`config.mk`:
```
export PLATFORM = sky130hd
export DESIGN_NAME = avmm_mp_arbiter_flat
export DESIGN_NICKNAME = d
export VERILOG_FILES = /design/src/rtl/avmm_arb_pkg.sv /design/src/rtl/avmm_mp_arbiter_if.sv /design/src/rtl/avmm_arb_rr.sv /design/src/rtl/avmm_mp_arbiter.sv /design/src/flat_wrapper.sv
export SDC_FILE = /design/constraint.sdc
export NUM_CORES = 1
export LEC_CHECK = 0
export BUFFER_PORTS_ARGS = -buffer_cell sky130_fd_sc_hd__buf_2
export CORE_MARGIN = 10
export CORE_UTILIZATION = 40
export DETAILED_ROUTE_END_ITERATION = 16
export HOLD_SLACK_MARGIN = 0.08
export PLACE_DENSITY = 0.78
export RECOVER_POWER = 25
export SYNTH_ARGS = -nofsm -noshare
export SYNTH_HDL_FRONTEND = slang
export SYNTH_HIERARCHICAL = 1
export SYNTH_SLANG_ARGS = --single-unit
```
`constraint.sdc`:
```
create_clock -name clk_clk -period 4.55 [get_ports clk_clk]
set_input_delay 0.6825 -clock clk_clk [delete_from_list [all_inputs] [get_ports clk_clk]]
set_output_delay 0.6825 -clock clk_clk [all_outputs]
set_load 0.01 [all_outputs]
```
`src/rtl/avmm_arb_pkg.sv`:
```
// Shared types and constants for the N-master Avalon-MM arbiter.
// Optional stall counters are built only when AVMM_ARB_STALL_CNT_EN is defined.
package avmm_arb_pkg;

  typedef enum logic {
    ARB_IDLE,
    ARB_GRANT
  } arb_state_e;

  localparam int   STALL_CNT_W = 16;
  localparam logic BURSTCOUNT  = 1'b1;

  function automatic int clog2(input int value);
    int r;
    r = 0;
    while ((1 << r) < value) r++;
    return r;
  endfunction

endpackage

```
`src/rtl/avmm_mp_arbiter_if.sv`:
```
// Bundles the N master ports and the single shared slave port of the arbiter.
// Modports: arb (the arbiter itself), master (processor side), slave (shared slave side).
interface avmm_mp_arbiter_if #(
  parameter int N_MASTERS = 4,
  parameter int ADDR_W    = 10,
  parameter int DATA_W    = 32
);
  logic [N_MASTERS*ADDR_W-1:0]     m_address;
  logic [N_MASTERS-1:0]            m_read;
  logic [N_MASTERS-1:0]            m_write;
  logic [N_MASTERS*DATA_W-1:0]     m_writedata;
  logic [N_MASTERS*DATA_W/8-1:0]   m_byteenable;
  logic [N_MASTERS-1:0]            m_waitrequest;
  logic [DATA_W-1:0]               m_readdata;
  logic [N_MASTERS-1:0]            m_readdatavalid;

  logic [ADDR_W-1:0]               s_address;
  logic                            s_read;
  logic                            s_write;
  logic [DATA_W-1:0]               s_writedata;
  logic [DATA_W/8-1:0]             s_byteenable;
  logic                            s_burstcount;
  logic                            s_waitrequest;
  logic [DATA_W-1:0]               s_readdata;
  logic                            s_readdatavalid;

  modport arb (
    input  m_address, m_read, m_write, m_writedata, m_byteenable,
    output m_waitrequest, m_readdata, m_readdatavalid,
    output s_address, s_read, s_write, s_writedata, s_byteenable, s_burstcount,
    input  s_waitrequest, s_readdata, s_readdatavalid
  );

  modport master (
    output m_address, m_read, m_write, m_writedata, m_byteenable,
    input  m_waitrequest, m_readdata, m_readdatavalid
  );

  modport slave (
    input  s_address, s_read, s_write, s_writedata, s_byteenable, s_burstcount,
    output s_waitrequest, s_readdata, s_readdatavalid
  );
endinterface

```
`src/rtl/avmm_arb_rr.sv`:
```
// Combinational round-robin picker: first eligible requester after last_grant, wrapping.
// Zero latency; no backpressure of its own.
module avmm_arb_rr
  import avmm_arb_pkg::*;
#(
  parameter int N     = 4,
  parameter int IDX_W = clog2(N)
) (
  input  logic [N-1:0]     eligible,
  input  logic [IDX_W-1:0] last_grant,
  output logic [N-1:0]     winner_oh,
  output logic [IDX_W-1:0] winner_idx,
  output logic             winner_vld
);

  int               idx;
  logic [IDX_W-1:0] idx_w;

  always_comb begin
    winner_oh  = '0;
    winner_idx = '0;
    winner_vld = 1'b0;
    idx        = 0;
    idx_w      = '0;
    for (int k = 1; k <= N; k++) begin
      idx = int'(last_grant) + k;
      if (idx >= N) idx = idx - N;
      idx_w = IDX_W'(idx);
      if (!winner_vld && eligible[idx_w]) begin
        winner_vld       = 1'b1;
        winner_oh[idx_w] = 1'b1;
        winner_idx       = idx_w;
      end
    end
  end

endmodule

```
`src/rtl/avmm_mp_arbiter.sv`:
```
// Round-robin N-master Avalon-MM arbiter, one IDLE bubble per grant, in-order read return via pending-ID FIFO.
// Optional per-master stall counters under AVMM_ARB_STALL_CNT_EN.
module avmm_mp_arbiter
  import avmm_arb_pkg::*;
#(
  parameter int N_MASTERS = 4,
  parameter int ADDR_W    = 10,
  parameter int DATA_W    = 32,
  parameter int MAX_PEND  = 4
) (
  input  logic                              clk_clk,
  input  logic                              reset_reset,
  avmm_mp_arbiter_if.arb                    bus,
`ifdef AVMM_ARB_STALL_CNT_EN
  input  logic                              stall_cnt_clr,
  output logic [N_MASTERS*STALL_CNT_W-1:0]  stall_cnt,
`endif
  output logic                              rsp_orphan_err
);

  localparam int BE_W  = DATA_W / 8;
  localparam int IDX_W = clog2(N_MASTERS);
  localparam int PTR_W = (MAX_PEND > 1) ? clog2(MAX_PEND) : 1;
  localparam int CNT_W = clog2(MAX_PEND) + 1;

  arb_state_e        state_q, state_d;
  logic [IDX_W-1:0]  grant_q, grant_d;
  logic [IDX_W-1:0]  last_grant_q, last_grant_d;
  logic [ADDR_W-1:0] s_address_q, s_address_d;
  logic              s_read_q, s_read_d;
  logic              s_write_q, s_write_d;
  logic [DATA_W-1:0] s_writedata_q, s_writedata_d;
  logic [BE_W-1:0]   s_byteenable_q, s_byteenable_d;

  logic [IDX_W-1:0]  fifo_q [MAX_PEND];
  logic [IDX_W-1:0]  fifo_d [MAX_PEND];
  logic [PTR_W-1:0]  wr_ptr_q, wr_ptr_d;
  logic [PTR_W-1:0]  rd_ptr_q, rd_ptr_d;
  logic [CNT_W-1:0]  count_q, count_d;
  logic              orphan_q, orphan_d;

  logic [N_MASTERS-1:0] req;
  logic [N_MASTERS-1:0] eligible;
  logic [N_MASTERS-1:0] win_oh;
  logic [IDX_W-1:0]     win_idx;
  logic                 win_vld;
  logic                 accept;
  logic                 push;
  logic                 pop;
  logic [N_MASTERS-1:0] m_waitrequest_c;
  logic [N_MASTERS-1:0] m_readdatavalid_c;

  function automatic logic [PTR_W-1:0] ptr_inc(input logic [PTR_W-1:0] p);
    return (p == PTR_W'(MAX_PEND - 1)) ? '0 : p + 1'b1;
  endfunction

  always_comb begin
    req      = bus.m_read | bus.m_write;
    eligible = '0;
    for (int i = 0; i < N_MASTERS; i++) begin
      eligible[i] = bus.m_read[i] ? (count_q < CNT_W'(MAX_PEND)) : bus.m_write[i];
    end
  end

  avmm_arb_rr #(.N(N_MASTERS), .IDX_W(IDX_W)) u_rr (
    .eligible   (eligible),
    .last_grant (last_grant_q),
    .winner_oh  (win_oh),
    .winner_idx (win_idx),
    .winner_vld (win_vld)
  );

  assign accept = (state_q == ARB_GRANT) && (s_read_q || s_write_q) && !bus.s_waitrequest;
  assign push   = accept && s_read_q;
  assign pop    = bus.s_readdatavalid && (count_q != '0);

  // Command is captured once at grant; masters hold it stable while stalled.
  always_comb begin
    state_d        = state_q;
    grant_d        = grant_q;
    last_grant_d   = last_grant_q;
    s_address_d    = s_address_q;
    s_read_d       = s_read_q;
    s_write_d      = s_write_q;
    s_writedata_d  = s_writedata_q;
    s_byteenable_d = s_byteenable_q;
    case (state_q)
      ARB_IDLE: begin
        if (win_vld) begin
          state_d        = ARB_GRANT;
          grant_d        = win_idx;
          s_address_d    = bus.m_address[win_idx*ADDR_W +: ADDR_W];
          s_read_d       = |(win_oh & bus.m_read);
          s_write_d      = |(win_oh & bus.m_write & ~bus.m_read);
          s_writedata_d  = bus.m_writedata[win_idx*DATA_W +: DATA_W];
          s_byteenable_d = bus.m_byteenable[win_idx*BE_W +: BE_W];
        end
      end
      ARB_GRANT: begin
        if (accept) begin
          state_d      = ARB_IDLE;
          last_grant_d = grant_q;
          s_read_d     = 1'b0;
          s_write_d    = 1'b0;
        end
      end
      default: state_d = ARB_IDLE;
    endcase
  end

  always_comb begin
    fifo_d   = fifo_q;
    wr_ptr_d = wr_ptr_q;
    rd_ptr_d = rd_ptr_q;
    count_d  = count_q;
    orphan_d = orphan_q | (bus.s_readdatavalid && (count_q == '0));
    if (push) begin
      fifo_d[wr_ptr_q] = grant_q;
      wr_ptr_d         = ptr_inc(wr_ptr_q);
    end
    if (pop) rd_ptr_d = ptr_inc(rd_ptr_q);
    case ({push, pop})
      2'b10:   count_d = count_q + 1'b1;
      2'b01:   count_d = count_q - 1'b1;
      default: count_d = count_q;
    endcase
  end

  always_comb begin
    m_waitrequest_c   = '1;
    m_readdatavalid_c = '0;
    if (state_q == ARB_GRANT) m_waitrequest_c[grant_q] = bus.s_waitrequest;
    if (pop) m_readdatavalid_c[fifo_q[rd_ptr_q]] = 1'b1;
  end

  // last_grant resets to the top index so the first pick after reset starts at master 0.
  always_ff @(posedge clk_clk) begin
    if (reset_reset) begin
      state_q        <= ARB_IDLE;
      grant_q        <= '0;
      last_grant_q   <= IDX_W'(N_MASTERS - 1);
      s_address_q    <= '0;
      s_read_q       <= 1'b0;
      s_write_q      <= 1'b0;
      s_writedata_q  <= '0;
      s_byteenable_q <= '0;
      wr_ptr_q       <= '0;
      rd_ptr_q       <= '0;
      count_q        <= '0;
      orphan_q       <= 1'b0;
    end else begin
      state_q        <= state_d;
      grant_q        <= grant_d;
      last_grant_q   <= last_grant_d;
      s_address_q    <= s_address_d;
      s_read_q       <= s_read_d;
      s_write_q      <= s_write_d;
      s_writedata_q  <= s_writedata_d;
      s_byteenable_q <= s_byteenable_d;
      wr_ptr_q       <= wr_ptr_d;
      rd_ptr_q       <= rd_ptr_d;
      count_q        <= count_d;
      orphan_q       <= orphan_d;
    end
  end

  always_ff @(posedge clk_clk) begin
    fifo_q <= fifo_d;
  end

  assign bus.m_waitrequest   = m_waitrequest_c;
  assign bus.m_readdatavalid = m_readdatavalid_c;
  assign bus.m_readdata      = bus.s_readdata;
  assign bus.s_address       = s_address_q;
  assign bus.s_read          = s_read_q;
  assign bus.s_write         = s_write_q;
  assign bus.s_writedata     = s_writedata_q;
  assign bus.s_byteenable    = s_byteenable_q;
  assign bus.s_burstcount    = BURSTCOUNT;
  assign rsp_orphan_err      = orphan_q;

`ifdef AVMM_ARB_STALL_CNT_EN
  logic [STALL_CNT_W-1:0] stall_q [N_MASTERS];
  logic [STALL_CNT_W-1:0] stall_d [N_MASTERS];

  always_comb begin
    stall_d   = stall_q;
    stall_cnt = '0;
    for (int i = 0; i < N_MASTERS; i++) begin
      if (stall_cnt_clr) begin
        stall_d[i] = '0;
      end else if (req[i] && m_waitrequest_c[i] && (stall_q[i] != '1)) begin
        stall_d[i] = stall_q[i] + 1'b1;
      end
      stall_cnt[i*STALL_CNT_W +: STALL_CNT_W] = stall_q[i];
    end
  end

  always_ff @(posedge clk_clk) begin
    for (int i = 0; i < N_MASTERS; i++) begin
      if (reset_reset) stall_q[i] <= '0;
      else             stall_q[i] <= stall_d[i];
    end
  end
`else
  logic unused_req;
  assign unused_req = ^req;
`endif

endmodule

```
`src/flat_wrapper.sv`:
```
// flat-port wrapper written by rule: the top's interface ports become plain ports
module avmm_mp_arbiter_flat import avmm_arb_pkg::*;
#(
  parameter int N_MASTERS = 4,
  parameter int ADDR_W    = 10,
  parameter int DATA_W    = 32,
  parameter int MAX_PEND  = 4
)
  (clk_clk, reset_reset, rsp_orphan_err, bus_m_address, bus_m_read, bus_m_write, bus_m_writedata, bus_m_byteenable, bus_m_waitrequest, bus_m_readdata, bus_m_readdatavalid, bus_s_address, bus_s_read, bus_s_write, bus_s_writedata, bus_s_byteenable, bus_s_burstcount, bus_s_waitrequest, bus_s_readdata, bus_s_readdatavalid);
  avmm_mp_arbiter_if #(.N_MASTERS(N_MASTERS), .ADDR_W(ADDR_W), .DATA_W(DATA_W)) bus_i ();
  input  logic clk_clk;
  input  logic reset_reset;
  output logic rsp_orphan_err;
  input wire logic [$bits(bus_i.m_address)-1:0] bus_m_address;
  input wire logic [$bits(bus_i.m_read)-1:0] bus_m_read;
  input wire logic [$bits(bus_i.m_write)-1:0] bus_m_write;
  input wire logic [$bits(bus_i.m_writedata)-1:0] bus_m_writedata;
  input wire logic [$bits(bus_i.m_byteenable)-1:0] bus_m_byteenable;
  output wire logic [$bits(bus_i.m_waitrequest)-1:0] bus_m_waitrequest;
  output wire logic [$bits(bus_i.m_readdata)-1:0] bus_m_readdata;
  output wire logic [$bits(bus_i.m_readdatavalid)-1:0] bus_m_readdatavalid;
  output wire logic [$bits(bus_i.s_address)-1:0] bus_s_address;
  output wire logic [$bits(bus_i.s_read)-1:0] bus_s_read;
  output wire logic [$bits(bus_i.s_write)-1:0] bus_s_write;
  output wire logic [$bits(bus_i.s_writedata)-1:0] bus_s_writedata;
  output wire logic [$bits(bus_i.s_byteenable)-1:0] bus_s_byteenable;
  output wire logic [$bits(bus_i.s_burstcount)-1:0] bus_s_burstcount;
  input wire logic [$bits(bus_i.s_waitrequest)-1:0] bus_s_waitrequest;
  input wire logic [$bits(bus_i.s_readdata)-1:0] bus_s_readdata;
  input wire logic [$bits(bus_i.s_readdatavalid)-1:0] bus_s_readdatavalid;
  assign bus_i.m_address = bus_m_address;
  assign bus_i.m_read = bus_m_read;
  assign bus_i.m_write = bus_m_write;
  assign bus_i.m_writedata = bus_m_writedata;
  assign bus_i.m_byteenable = bus_m_byteenable;
  assign bus_m_waitrequest = bus_i.m_waitrequest;
  assign bus_m_readdata = bus_i.m_readdata;
  assign bus_m_readdatavalid = bus_i.m_readdatavalid;
  assign bus_s_address = bus_i.s_address;
  assign bus_s_read = bus_i.s_read;
  assign bus_s_write = bus_i.s_write;
  assign bus_s_writedata = bus_i.s_writedata;
  assign bus_s_byteenable = bus_i.s_byteenable;
  assign bus_s_burstcount = bus_i.s_burstcount;
  assign bus_i.s_waitrequest = bus_s_waitrequest;
  assign bus_i.s_readdata = bus_s_readdata;
  assign bus_i.s_readdatavalid = bus_s_readdatavalid;
  avmm_mp_arbiter #(.N_MASTERS(N_MASTERS), .ADDR_W(ADDR_W), .DATA_W(DATA_W), .MAX_PEND(MAX_PEND)) u_core (.clk_clk(clk_clk), .reset_reset(reset_reset), .bus(bus_i), .rsp_orphan_err(rsp_orphan_err));
endmodule
```
# Word level (Yosys, flattened, before mapping)
# Index checks and enable logic that the tools add are counted.
# totals
word_cells,158
reg_bits,69
input_bits,228
# op_classes
n_reduce_logical,28
n_mux,59
n_bitwise,13
order_cmp,20
shift,3
n_mul,1
n_eq_ne,6
add_sub_neg,12
# op_table
cell,count
$shiftx 128x8->32,1
$shiftx 40x7->10,1
$mux 2,13
$mux 4,6
$mux 1,23
$lt 2x3->1 const B,6
$or 4x4->4,4
$shiftx 16x5->4,1
$ge 3x3->1 const B,5
$logic_and 1x1->1,15
$and 4x4->4,3
$demux 1 s2,6
$ge 2x1->1 const B,6
$bmux 1 s2,4
$bwmux 8,1
$not 4->4,2
$reduce_or 4->1,2
$sub 2x1->2 const B,4
$add 2x2->3 const B,2
$eq 2x2->1 const B,3
$not 2->3,2
$pmux 1 s2,3
$pmux 3 s2,1
$reduce_and 2->1,3
other kinds (20),25

# Longest topological paths before layout
# depth
ltp_word,20
mapped_depth,12
mapped_depth_nobuf,10

# Modules after synthesis
# The synthesis kept the hierarchy.
# modules_own_cells
mod,seq_area_each_um2,instances,cells_each,area_each_um2
avmm_mp_arbiter,1461.4,1,310,3927.5
avmm_arb_rr,0.0,1,68,525.5

# Worst setup path after synthesis
# OpenSTA, ideal clock, no wires.
# synth_timing
kind,input to register
from,in bus_m_write[0]
to,"reg u_core.s_address_q[4], in the netlist u_core/bus.s_address[4]"
required_time_ns,4.433
setup_time_ns,0.117
n_path_buf,3
t_arrival_ns,2.945
setup_slack_ns,1.488
cell_stages,12
path_cell_list,inv_1 > mux2i_1 > buf_6 > mux4_2 > a21oi_2 > nor3_1 > nor2_2 > o31a_1 > buf_6 > buf_8 > mux4_2 > a22o_1
# synth_between
elab_chain_cells,15
# synth_lines
element,line,text
"start, declared",flat_wrapper.sv:16,input wire logic [$bits(bus_i.m_write)-1:0] bus_m_write;
$mux 1 (*),avmm_mp_arbiter.sv:61,eligible[i] = bus.m_read[i] ? (count_q < CNT_W'(MAX_PEND)) : bus.m_write[i];
via u_core.eligible[0],avmm_mp_arbiter.sv:43,logic [N_MASTERS-1:0] eligible;
$bmux 1 s2,avmm_arb_rr.sv:29,if (!winner_vld && eligible[idx_w]) begin
$mux 1 (not written as such),avmm_arb_rr.sv:29,
$mux 1,avmm_arb_rr.sv:29,
$logic_not 1->1,avmm_arb_rr.sv:29,
$logic_and 1x1->1,avmm_arb_rr.sv:29,
$mux 1,avmm_arb_rr.sv:29,
$logic_not 1->1,avmm_arb_rr.sv:29,
$logic_and 1x1->1,avmm_arb_rr.sv:29,
$mux 1,avmm_arb_rr.sv:29,
$logic_not 1->1,avmm_arb_rr.sv:29,
$logic_and 1x1->1,avmm_arb_rr.sv:29,
$mux 2 (*),avmm_arb_rr.sv:29,
via u_core.win_idx[0],avmm_mp_arbiter.sv:45,logic [IDX_W-1:0] win_idx;
$mul 2x3->5 (*),avmm_mp_arbiter.sv:92,s_address_d = bus.m_address[win_idx*ADDR_W +: ADDR_W];
$shiftx 40x7->10 (*),avmm_mp_arbiter.sv:92,
"end signal, assigned",avmm_mp_arbiter.sv:155,s_address_q <= s_address_d;
"end, declared",avmm_mp_arbiter.sv:29,"logic [ADDR_W-1:0] s_address_q, s_address_d;"
# The timed path passes the listed nets; every way through them passes the cells marked *. The select of a mux whose other input is x is not followed.
# A chain may end at the register's enable or synchronous reset.

# Worst setup path after layout
# layout_timing
from,reg u_core.last_grant_q[0]
to,"reg u_core.s_writedata_q[3], in the netlist u_core/bus.s_writedata[3]"
# layout_between
elab_chain_cells,16
# layout_lines
element,line,text
"start, declared",avmm_mp_arbiter.sv:28,"logic [IDX_W-1:0] last_grant_q, last_grant_d;"
"start signal, assigned",avmm_mp_arbiter.sv:141,last_grant_q <= IDX_W'(N_MASTERS - 1);
"start signal, assigned",avmm_mp_arbiter.sv:154,last_grant_q <= last_grant_d;
$add 2x1->3,avmm_arb_rr.sv:26,idx = int'(last_grant) + k;
$ge 3x3->1 / $sub 2x1->2 (equally long branches),avmm_arb_rr.sv:27,if (idx >= N) idx = idx - N;
$mux 2,avmm_arb_rr.sv:27,
$bmux 1 s2,avmm_arb_rr.sv:29,
$mux 1 (not written as such),avmm_arb_rr.sv:29,
$mux 1,avmm_arb_rr.sv:29,
$logic_not 1->1,avmm_arb_rr.sv:29,
$logic_and 1x1->1,avmm_arb_rr.sv:29,
$mux 1,avmm_arb_rr.sv:29,
$logic_not 1->1,avmm_arb_rr.sv:29,
$logic_and 1x1->1,avmm_arb_rr.sv:29,
$mux 1,avmm_arb_rr.sv:29,
$logic_not 1->1,avmm_arb_rr.sv:29,
$logic_and 1x1->1,avmm_arb_rr.sv:29,
$mux 2 (*),avmm_arb_rr.sv:29,
via u_core.win_idx[1],avmm_mp_arbiter.sv:45,
$shiftx 128x8->32 (*),avmm_mp_arbiter.sv:95,s_writedata_d = bus.m_writedata[win_idx*DATA_W +: DATA_W];
"end signal, assigned",avmm_mp_arbiter.sv:158,s_writedata_q <= s_writedata_d;
"end, declared",avmm_mp_arbiter.sv:32,"logic [DATA_W-1:0] s_writedata_q, s_writedata_d;"
# Marks and branches as above.

==> impl_metrics.py <==
metrics = {
    "setup_path": {
        "critPathArrivalTime_ns": 3.57,
        "r2r_slack_ns": 1.21,
        "r2r-start": "u_core/last_grant_q[0]",
        "crit_required_ns": 4.79,
        "ff2ff_path_depth": 8,
        "worstPathCellList": "inv_2 -> ha_1 -> a221oi_1 -> a211oi_1 -> o22a_2 -> buf_12 -> mux4_2 -> a22o_1",
        "crit_family": "compound AO/OA/AOI/OAI gates",
        "critPathKind": "flop to flop",
        "worst_setup_path_start_kind": "flop",
        "critPathCaptureType": "flop",
        "slowest_stage": "dfxtp_1",
        "slowest_delay_ns": 0.77,
        "cp_max_fo": 30,
        "critical_path_buf_inv_count": 2,
        "r2r_end": "u_core/bus.s_writedata[3]",
    },
    "die": {
        "die_width_um": 125.5,
        "core_region_area_um2": 10890,
        "pin_count": 318,
        "die_h_um": 125.5,
        "rows": 38,
        "initial_core_util_pct": 40.90,
        "dieArea_um2": 15750,
    },
    "yosys": {
        "ys_seq_area_share_pct": 32.82,
        "netlist_instances": 378,
        "synth-edff-count": 8,
        "ys.flop_type": "dfxtp_1",
        "synth.net_count": 621,
        "syn_area_um2": 4453,
        "ys_types": 52,
        "ys_async_sr_fraction_pct": 0,
        "synth_seq_cells": 69,
        "yosys_warnings": 6,
        "postSynthAreaPerCell_um2": 11.78,
    },
    "global_routing": {
        "grt_pass1_wl_um": 23530,
        "overflow": 0,
        "grt_max_degree": 48,
        "grt_usage_pct": 18.27,
        "grt_pass1_vias": 4339,
        "antenna_found_initial": 1,
    },
    "finish": {
        "fill_cells": 977,
        "drive_above_1_share_pct": 55.65,
        "fin_nets": 831,
        "area_growth_pct": 28.10,
        "final_cell_count_no_fill": 734,
        "postLayoutCellArea_um2": 5704,
    },
    "routing": {
        "wl_per_cell_um": 20.83,
        "drt-initial-drc-count": 226,
        "via_count": 4030,
        "viasPerCell": 5.490,
        "dr.pass1.iters": 4,
        "drcViolationCount": 0,
        "antenna_left": 0,
        "drt-total-wl_um": 15290,
    },
    "timing": {
        "layout_min_cycle_time_ns": 3.335,
        "worst_slew_pin_slew_ns": 1.102,
        "clock_skew_ns": 0.01345,
        "grt_setup_unrepaired": "no",
        "finalSetupViolCount": 0,
        "min_period_over_period_pct": 73.31,
        "max_freq_mhz": 299.8,
        "fin_tns_setup_ns": 0,
        "slew_viol_final": 0,
        "relSlewSlack_pct": 26.37,
        "hold_viol": 0,
    },
    "cts": {
        "cts_root_buf": "clkbuf_8",
        "clockBufferDepth": 2,
        "cts_tree": "built",
        "htreeDepth": 3,
        "clkLatencyLatePin_ns": 0.34,
        "clkSlewWorstSetupHoldPaths_ns": 0.08,
        "numCtsBuffers": 9,
        "cts.hold.buffers_added": 0,
        "postCtsSetupBuffers": 0,
        "cts_resized": 0,
        "clkSinkCount": 69,
    },
    "flow_run": {
        "drv_cap": 0,
    },
    "outcome": {
        "status": "completed",
    },
    "placement": {
        "dp_cells": 717,
        "globalplace.congestion": 0.9189,
        "place_area_um2": 5524,
        "place_hpwl_um": 12520,
        "port_buffers": 252,
    },
    "pwr": {
        "ir_worst_vdd_v": 0.0001666,
        "p_leak_nw": 2.639,
        "power_per_cell_area_nw_per_um2": 311.5,
    },
    "hold_path": {
        "hold_path_class": "flop to flop",
        "holdPathStages": 1,
        "holdCritStartpoint": "u_core/bus.s_writedata[19]",
        "min_to": "u_core/bus.s_writedata[19]",
    },
}
[Yosys cell counts (2+ instances only)]
| cell | count | area share [%] |
|---|---|---|
| mux2i_1 | 6 | 1.3 |
| o21ai_1 | 5 | 0.56 |
| o21ai_0 | 4 | 0.45 |
| clkbuf_1 | 6 | 0.51 |
| a21boi_0 | 2 | 0.34 |
| nand3_1 | 4 | 0.45 |
| buf_2 | 10 | 1.1 |
| nor2b_1 | 2 | 0.28 |
| xor2_1 | 2 | 0.39 |
| buf_12 | 2 | 0.90 |
| a211o_1 | 2 | 0.39 |
| a21oi_1 | 13 | 1.5 |
| o21a_1 | 2 | 0.34 |
| nand2_1 | 23 | 1.9 |
| mux4_2 | 49 | 25 |
| ha_1 | 14 | 3.9 |
| buf_4 | 34 | 5.7 |
| nor2_1 | 14 | 1.2 |
| nor2_2 | 2 | 0.28 |
| or3_1 | 4 | 0.56 |
| a22o_1 | 48 | 9.4 |
| inv_1 | 14 | 1.2 |
| edfxtp_1 | 8 | 5.4 |
| buf_6 | 4 | 1.0 |
| nand2b_1 | 3 | 0.42 |
| nor3_1 | 4 | 0.45 |
| dfxtp_1 | 61 | 27 |
| and3_1 | 5 | 0.70 |
| nand3b_1 | 5 | 0.84 |
| a221o_1 | 4 | 0.90 |
[final cells by class]
class	instances	area (um^2)	area share, %
repair buffers	256	1315	23.05
well taps	140	175.2	3.071
clock inverters	5	52.55	0.9213
flip-flops and latches	69	1461	25.62
clock buffers	11	131.4	2.303
inverters	15	56.30	0.9871
multi-input cells	237	2510	44.00
diodes	1	2.502	0.04387
[how the worst max path moves through the flow]
stage	from	endpoint	depth (start not counted)
detailed placement	bus_m_read[1]	u_core/bus.s_writedata[3]	10
global route	u_core/last_grant_q[0]	u_core/bus.s_writedata[3]	8
global placement	bus_m_read[3]	u_core/bus.s_writedata[3]	8
floorplan	bus_m_write[0]	u_core/bus.s_address[4]	12
CTS	u_core/last_grant_q[0]	u_core/bus.s_writedata[3]	8
finish	u_core/last_grant_q[0]	u_core/bus.s_writedata[3]	8
[cell usage in the layout, fill, tap and decap left out, types with 3 or more instances in the layout]
cell type | synthesis | layout
mux2i_1 | 6 | 6
a221o_1 | 4 | 4
o21ai_0 | 4 | 4
nand2_1 | 23 | 23
clkbuf_1 | 6 | 3
nand2b_1 | 3 | 3
clkinv_2 | 0 | 3
mux4_2 | 49 | 49
a22o_1 | 48 | 48
or3_1 | 4 | 4
clkbuf_8 | 0 | 9
nand3_1 | 4 | 4
edfxtp_1 | 8 | 8
inv_1 | 14 | 14
buf_2 | 10 | 251
ha_1 | 14 | 14
nor3_1 | 4 | 4
nand3b_1 | 5 | 5
a21oi_1 | 13 | 13
dfxtp_1 | 61 | 61
and3_1 | 5 | 5
nor2_1 | 14 | 14
o21ai_1 | 5 | 5
[routing by layer]
layer  GRT usage [%]  wire length, um  share of wire, %  vias up
met5               0                0                 0        -
met4           6.369              306               2.0        0
met3           7.436             1522                10       26
met2           31.43             7859                51      208
met1           19.86             5601                37     1944
li1                -                -                 -     1852
[kinds of logic (layout without fill, tap and decap cells)]
logic type | count (synthesis) | count (layout) | synth area share [%]
other | 1 | 2 | 0.08421
AO/OA/AOI/OAI | 92 | 92 | 16.75
flip-flops | 69 | 69 | 32.82
AND/OR/NAND/NOR | 71 | 71 | 8.064
multiplexers | 56 | 56 | 26.64
adder cells (fa/ha/maj) | 15 | 15 | 4.383
XOR/XNOR | 2 | 2 | 0.3934
buffers and inverters | 72 | 287 | 10.87
[report_power, final]
part | internal (mW) | total (mW) | switching (mW)
clock | 0.251 | 0.486 | 0.234
sequential | 0.674 | 0.717 | 0.0430
combinational | 0.317 | 0.574 | 0.257
total | 1.24 | 1.78 | 0.535
[sequential cells by signal, indices dropped and copies added (netlist names)]
register                 flops
u_core/rsp_orphan_err        1
u_core/bus.s_write           1
u_core/bus.s_byteenable      4
u_core/last_grant_q          2
u_core/state_q               1
u_core/rd_ptr_q              2
u_core/grant_q               2
u_core/bus.s_address        10
u_core/fifo_q                8
u_core/wr_ptr_q              2
u_core/bus.s_read            1
u_core/bus.s_writedata      32
u_core/count_q               3
[through the flow]
step                power (mW)  hold WS (ns)  setup WS, ns  util (%)
global route             1.869        0.4941         1.052     52.37
detailed placement       1.312        0.4586         1.007     50.74
global placement         1.289        0.4437         1.105     50.74
finish                   1.777        0.4746         1.215     52.39
floorplan                1.148        0.4692         1.488         -
CTS                      1.797        0.4788         1.220     52.42
(Power assumes the default switching activity.)
